`src/rtl/output_port_vc_credit.sv`:
```
// Sender-side credit tracker and round-robin VC allocator for one router output port.
// Holds a credit counter per downstream VC, grants a credited VC per flit and launches it one cycle later.
module output_port_vc_credit #(
    parameter type flit_payload_t = logic [256-1:0],
    parameter type flit_dec_t     = logic [31:0],
    parameter int  VC_NUM          = 4,
    parameter int  VC_NUM_IDX_W    = VC_NUM > 1 ? $clog2(VC_NUM) : 1,
    parameter int  VC_ID_NUM_MAX_W = VC_NUM_IDX_W + 1,
    parameter int  VC_DEPTH        = 2,
    parameter int  CRD_W           = $clog2(VC_DEPTH + 1)
) (
    input  logic                        clk,
    input  logic                        rst,
    input  logic                        req_vld_i,
    input  flit_payload_t               req_flit_i,
    input  flit_dec_t                   req_dec_i,
    input  logic [VC_NUM-1:0]           req_vc_mask_i,
    output logic                        req_rdy_o,
    output logic                        flit_v_o,
    output flit_payload_t               flit_o,
    output flit_dec_t                   flit_dec_o,
    output logic [VC_NUM_IDX_W-1:0]     flit_vc_id_o,
    input  logic                        lcrd_v_i,
    input  logic [VC_ID_NUM_MAX_W-1:0]  lcrd_id_i,
    output logic [VC_NUM*CRD_W-1:0]     crd_cnt_o,
    output logic                        crd_err_o
);

    localparam logic [CRD_W-1:0] CRD_FULL = CRD_W'(VC_DEPTH);

    logic [CRD_W-1:0]        crd_q [VC_NUM];
    logic [CRD_W-1:0]        crd_d [VC_NUM];
    logic [VC_NUM_IDX_W-1:0] rr_ptr_q, rr_ptr_d;
    logic                    crd_err_q, crd_err_d;
    logic                    flit_v_q, flit_v_d;
    flit_payload_t           flit_q, flit_d;
    flit_dec_t               flit_dec_q, flit_dec_d;
    logic [VC_NUM_IDX_W-1:0] vc_id_q, vc_id_d;

    logic [VC_NUM-1:0]       eligible;
    logic [VC_NUM-1:0]       grant_oh;
    logic [VC_NUM_IDX_W-1:0] grant_idx;
    logic [VC_NUM_IDX_W-1:0] scan_idx;
    logic                    grant_found;
    logic                    hs;
    logic [31:0]             lcrd_id_ext;
    logic                    lcrd_in_range;
    logic [VC_NUM-1:0]       ret_vec;
    logic [VC_NUM-1:0]       use_vec;

    function automatic logic [VC_NUM_IDX_W-1:0] wrap_inc(input logic [VC_NUM_IDX_W-1:0] idx);
        if (32'(idx) >= 32'(VC_NUM - 1)) begin
            return '0;
        end
        return idx + VC_NUM_IDX_W'(1);
    endfunction

    // A return on a full counter saturates; a same-cycle consume cancels a return.
    function automatic logic [CRD_W-1:0] crd_update(input logic [CRD_W-1:0] cur,
                                                    input logic inc, input logic dec);
        logic [CRD_W-1:0] nxt;
        nxt = cur;
        if (inc && !dec && (cur != CRD_FULL)) begin
            nxt = cur + CRD_W'(1);
        end else if (dec && !inc) begin
            nxt = cur - CRD_W'(1);
        end
        return nxt;
    endfunction

    always_comb begin
        eligible = '0;
        for (int i = 0; i < VC_NUM; i++) begin
            eligible[i] = req_vc_mask_i[i] && (crd_q[i] != '0);
        end
    end

    assign req_rdy_o = |eligible;
    assign hs        = req_vld_i && req_rdy_o;

    // Round-robin search starting at rr_ptr, wrapping at the top VC.
    always_comb begin
        grant_oh    = '0;
        grant_idx   = '0;
        grant_found = 1'b0;
        scan_idx    = rr_ptr_q;
        for (int k = 0; k < VC_NUM; k++) begin
            if (!grant_found && eligible[scan_idx]) begin
                grant_found        = 1'b1;
                grant_oh[scan_idx] = 1'b1;
                grant_idx          = scan_idx;
            end
            scan_idx = wrap_inc(scan_idx);
        end
    end

    assign lcrd_id_ext   = 32'(lcrd_id_i);
    assign lcrd_in_range = lcrd_id_ext < 32'(VC_NUM);

    always_comb begin
        ret_vec = '0;
        use_vec = '0;
        for (int i = 0; i < VC_NUM; i++) begin
            ret_vec[i] = lcrd_v_i && lcrd_in_range && (lcrd_id_ext == 32'(i));
            use_vec[i] = hs && grant_oh[i];
        end
    end

    always_comb begin
        crd_err_d = crd_err_q;
        if (lcrd_v_i && !lcrd_in_range) begin
            crd_err_d = 1'b1;
        end
        for (int i = 0; i < VC_NUM; i++) begin
            crd_d[i] = crd_update(crd_q[i], ret_vec[i], use_vec[i]);
            if (ret_vec[i] && !use_vec[i] && (crd_q[i] == CRD_FULL)) begin
                crd_err_d = 1'b1;
            end
        end
    end

    always_comb begin
        rr_ptr_d   = rr_ptr_q;
        flit_v_d   = hs;
        flit_d     = flit_q;
        flit_dec_d = flit_dec_q;
        vc_id_d    = vc_id_q;
        if (hs) begin
            rr_ptr_d   = wrap_inc(grant_idx);
            flit_d     = req_flit_i;
            flit_dec_d = req_dec_i;
            vc_id_d    = grant_idx;
        end
    end

    always_ff @(posedge clk or posedge rst) begin
        if (rst) begin
            for (int i = 0; i < VC_NUM; i++) begin
                crd_q[i] <= CRD_FULL;
            end
            rr_ptr_q   <= '0;
            crd_err_q  <= 1'b0;
            flit_v_q   <= 1'b0;
            flit_q     <= '0;
            flit_dec_q <= '0;
            vc_id_q    <= '0;
        end else begin
            for (int i = 0; i < VC_NUM; i++) begin
                crd_q[i] <= crd_d[i];
            end
            rr_ptr_q   <= rr_ptr_d;
            crd_err_q  <= crd_err_d;
            flit_v_q   <= flit_v_d;
            flit_q     <= flit_d;
            flit_dec_q <= flit_dec_d;
            vc_id_q    <= vc_id_d;
        end
    end

    always_comb begin
        crd_cnt_o = '0;
        for (int i = 0; i < VC_NUM; i++) begin
            crd_cnt_o[i*CRD_W +: CRD_W] = crd_q[i];
        end
    end

    assign flit_v_o     = flit_v_q;
    assign flit_o       = flit_q;
    assign flit_dec_o   = flit_dec_q;
    assign flit_vc_id_o = vc_id_q;
    assign crd_err_o    = crd_err_q;

endmodule

```
`config.mk`:
```
export PLATFORM = sky130hd
export DESIGN_NAME = output_port_vc_credit
export DESIGN_NICKNAME = d
export VERILOG_FILES = /design/src/rtl/output_port_vc_credit.sv
export SDC_FILE = /design/constraint.sdc
export NUM_CORES = 1
export LEC_CHECK = 0
export ABC_AREA = 1
export CAP_MARGIN = 30
export CORE_AREA = 2 2 233 235
export DETAILED_ROUTE_END_ITERATION = 8
export DIE_AREA = 0 0 235 237
export SYNTH_ARGS = -nofsm -noshare
export SYNTH_HDL_FRONTEND = slang
export SYNTH_SLANG_ARGS = --single-unit
```
`constraint.sdc`:
```
create_clock -name clk -period 11.2 [get_ports clk]
set_clock_uncertainty 0.05 [all_clocks]
set_input_delay 2.8 -clock clk [delete_from_list [all_inputs] [get_ports clk]]
set_output_delay 2.8 -clock clk [all_outputs]
set_load 0.02 [all_outputs]
```
==> impl_metrics.json <==
{
  "outcome": "complete, no violations",
  "setup_total_negative_slack_ns": 0,
  "post_synth_xor_area_fraction": 0.00206,
  "antenna_left": 0,
  "fill_cells": 5350,
  "synth.yosys.warnings": 0,
  "ys_seq_area_frac": 0.621,
  "grt_util_all_layers": 0.145,
  "core-area_sq_mm": 0.0533,
  "worst-path-stages": 4,
  "power.density_mw_per_mm2": 283,
  "cts_tree": "yes",
  "critical_path.cell_chain": "clkdlybuf4s50_1, nand2_1, nand4_1, clkdlybuf4s50_1",
  "syn-instance-count": 1434,
  "setup.worst_path.start_class": "primary input",
  "synth.net_count": 1740,
  "timing.reg2reg.worst_path_depth": 9,
  "synth-compound-area-share": 0.00514,
  "cp_max_fo": 3,
  "antenna_cells_inserted": 0,
  "placement.io_buffers": 599,
  "endpoint_of_the_worst_hold_path": "crd_cnt_o[7]",
  "combinational_family_with_the_most_area_after_synthesis": "simple AND/OR/NAND/NOR gates",
  "post_route_cells_drive_above_1_share": 0.0515,
  "post-route-min-period_ns": 7.15,
  "die_height_um": 237,
  "drt_pass1_iterations": 5,
  "routabilityCongestion": 0.844,
  "slew_viol_final": 0,
  "max_freq_mhz": 140,
  "hold-path-cell-count": 2,
  "design.die.area_sq_mm": 0.0557,
  "routedWlPerCell_um": 15.3,
  "yosys_most_used_dff": "sky130_fd_sc_hd__dfrtp_1",
  "critical_path_required_ns": 8.35,
  "drt_wl_total_mm": 41.8,
  "antenna_found_initial": 1,
  "drc": 0,
  "number_of_enable_type_register_cells_in_the_synthesized_netlist": 0,
  "initial_core_utilization": 0.228,
  "post_synth_and_or_nand_nor_area_fraction": 0.333,
  "clock_sinks": 302,
  "hold_violations": 0,
  "worst_path_most_repeated_cell": "sky130_fd_sc_hd__clkdlybuf4s50_1",
  "tritoncts.num_buffers": 36,
  "path_clk_slew_ns": 0.06,
  "dieWidth_um": 235,
  "drtIter0Drc": 450,
  "p_leak_nw": 9.77,
  "count_of_pins_on_the_block_boundary": 600,
  "critical_path_endpoint_category": "output port",
  "finalSetupViolations": 0,
  "postSynth.asyncResetShare": 1.00,
  "rr_startpoint": "crd_cnt_o[6]",
  "rsz0062_at_grt": "false",
  "syn2layout_area_growth_pct": 64.5,
  "synth_fa_ha_area_frac": 0.00720,
  "final_cycle_utilization_of_the_critical_path": 0.639,
  "post_synth.cell_area_avg_sq_um": 8.49,
  "num-nets-final": 2318,
  "syn_area_sq_mm": 0.0122,
  "vias_in_the_first_global_route": 11400,
  "critical_path.startpoint": "req_vc_mask_i[3]",
  "detailroute.via_count": 11300,
  "total_power_mw": 5.67,
  "hold_path_class": "reg2reg",
  "viasPerCell": 4.12,
  "fin_util": 0.376,
  "cts-root-buf": "sky130_fd_sc_hd__clkbuf_16",
  "clkLatencyLatePin_ns": 0.53,
  "setup.worst_path.class": "in2out",
  "worst_slew_pin_slew_ns": 1.00,
  "rr_endpoint": "flit_o[16]",
  "yosysUniqueCellTypes": 29,
  "post_cts_hold_fix_bufs": 0,
  "placement_row_count": 85,
  "cts-htree-levels": 2,
  "critical_path.slowest_cell": "sky130_fd_sc_hd__clkdlybuf4s50_1",
  "slew-limit-headroom": 0.334,
  "min_from": "crd_cnt_o[7]",
  "cap_violations": 0,
  "ir_drop_mv": 0.144,
  "grt_overflow_total": 0,
  "grt_start_max_net_pins": 168,
  "ff2ff_setup_slack_ns": 7.76,
  "synthMuxAreaShare": 0,
  "ys_seq_elements": 302,
  "timing.critical_path.arrival_ns": 4.30,
  "grt_pass1_wl_mm": 64.7,
  "cts_max_path_buffers": 3,
  "cts_resized": 0,
  "path_buf_inv": 2,
  "cts.repair_timing.setup_buffer_count": 0,
  "hpwlAfterDp_mm": 29.9,
  "worst_path_largest_cell_delay_ns": 0.68,
  "path_delay_family": "buffers and inverters"
}
-- through the flow --
stage	setup slack (ns)	instance area, sq um	cells	hold WS (ns)
6_report	4.05	20000	2733	0.422
5_1_grt	4.01	20000	2733	0.442
4_1_cts	4.05	20000	2733	0.426
3_5_place_dp	4.06	18800	2670	0.414
3_3_place_gp	4.03	18800	2670	0.407
2_1_floorplan	0.0107	12200	1434	0.450
-- placed cells by master, fill, tap and decap left out --
master	n
sky130_fd_sc_hd__a21oi_1	1
sky130_fd_sc_hd__a21oi_2	1
sky130_fd_sc_hd__a21oi_4	1
sky130_fd_sc_hd__buf_12	1
sky130_fd_sc_hd__buf_4	6
sky130_fd_sc_hd__bufinv_16	1
sky130_fd_sc_hd__clkbuf_1	8
sky130_fd_sc_hd__clkbuf_16	38
sky130_fd_sc_hd__clkbuf_8	10
sky130_fd_sc_hd__clkdlybuf4s50_1	599
sky130_fd_sc_hd__clkinv_2	5
sky130_fd_sc_hd__clkinv_8	1
sky130_fd_sc_hd__dfrtp_1	298
sky130_fd_sc_hd__dfstp_2	4
sky130_fd_sc_hd__ha_1	7
sky130_fd_sc_hd__inv_1	19
sky130_fd_sc_hd__inv_2	4
sky130_fd_sc_hd__inv_8	2
sky130_fd_sc_hd__nand2_1	945
sky130_fd_sc_hd__nand2_2	12
sky130_fd_sc_hd__nand2_4	3
sky130_fd_sc_hd__nand3_1	32
sky130_fd_sc_hd__nand3_2	10
sky130_fd_sc_hd__nand3b_1	4
sky130_fd_sc_hd__nand3b_2	3
sky130_fd_sc_hd__nand4_1	1
sky130_fd_sc_hd__nor2_1	8
sky130_fd_sc_hd__nor2_4	2
sky130_fd_sc_hd__nor3_1	4
sky130_fd_sc_hd__o211ai_1	2
sky130_fd_sc_hd__o21a_1	1
sky130_fd_sc_hd__o21ai_0	1
sky130_fd_sc_hd__o21ai_1	1
sky130_fd_sc_hd__xor2_1	1
sky130_fd_sc_hd__xor2_2	1
-- worst min-delay path, cell delays in order, from the launching register on --
cell                      delay (ns)
sky130_fd_sc_hd__dfstp_2        0.37
sky130_fd_sc_hd__nand2_1        0.05
sky130_fd_sc_hd__nand2_1        0.04
-- synth_stat cells, types with 3 or more instances --
cell type / n / area share
sky130_fd_sc_hd__clkbuf_1: 31 / 0.0096
sky130_fd_sc_hd__dfrtp_1: 298 / 0.61
sky130_fd_sc_hd__ha_1: 7 / 0.0072
sky130_fd_sc_hd__nor2_1: 8 / 0.0025
sky130_fd_sc_hd__nand3b_2: 3 / 0.0028
sky130_fd_sc_hd__inv_1: 20 / 0.0062
sky130_fd_sc_hd__dfstp_2: 4 / 0.0086
sky130_fd_sc_hd__nand2_2: 12 / 0.0062
sky130_fd_sc_hd__buf_2: 21 / 0.0086
sky130_fd_sc_hd__nor3_1: 4 / 0.0016
sky130_fd_sc_hd__buf_1: 12 / 0.0037
sky130_fd_sc_hd__inv_2: 5 / 0.0015
sky130_fd_sc_hd__nand2_1: 946 / 0.29
sky130_fd_sc_hd__nand3_1: 32 / 0.013
sky130_fd_sc_hd__nand3b_1: 4 / 0.0025
sky130_fd_sc_hd__nand3_2: 10 / 0.0082
-- final cells by class --
class,count,area [sq um],area share
clock inverters,7,71.3,0.00356
clock buffers,56,1120,0.0559
repair buffers,606,6060,0.303
well taps,696,871,0.0435
multi-input cells,1041,4230,0.211
flip-flops and latches,302,7560,0.378
inverters,25,109,0.00544
-- logic make-up after synthesis --
logic type,count (synthesis)
xor+xnor,2
flops,302
fa+ha+maj,7
compound gates,8
simple gates,1024
buf+inv,91
-- sequential cells by signal, summed over array words and instances (netlist names) --
name / cells
crd_cnt_o: 8
crd_err_o: 1
flit_dec_o: 32
flit_o: 256
flit_v_o: 1
flit_vc_id_o: 2
rr_ptr_q: 2
-- power by group --
part           switching [mW]  internal [mW]  total [mW]
Combinational            1.54           1.15        2.69
Sequential              0.261           1.54        1.80
Clock                   0.462          0.709        1.17
-- worst max-delay path by stage --
stage                    to
6_report          req_rdy_o
5_1_grt           req_rdy_o
4_1_cts           req_rdy_o
3_5_place_dp      req_rdy_o
3_3_place_gp      req_rdy_o
2_1_floorplan  crd_cnt_o[0]
-- metal layers --
layer	GRT usage	wire length, um	up-vias
met5	0	10	-
met2	0.249	20600	422
met4	0.0466	1070	2
met1	0.172	16900	5261
met3	0.0485	3250	68
li1	-	-	5503
Note: power is estimated with default switching activity, not from simulation.
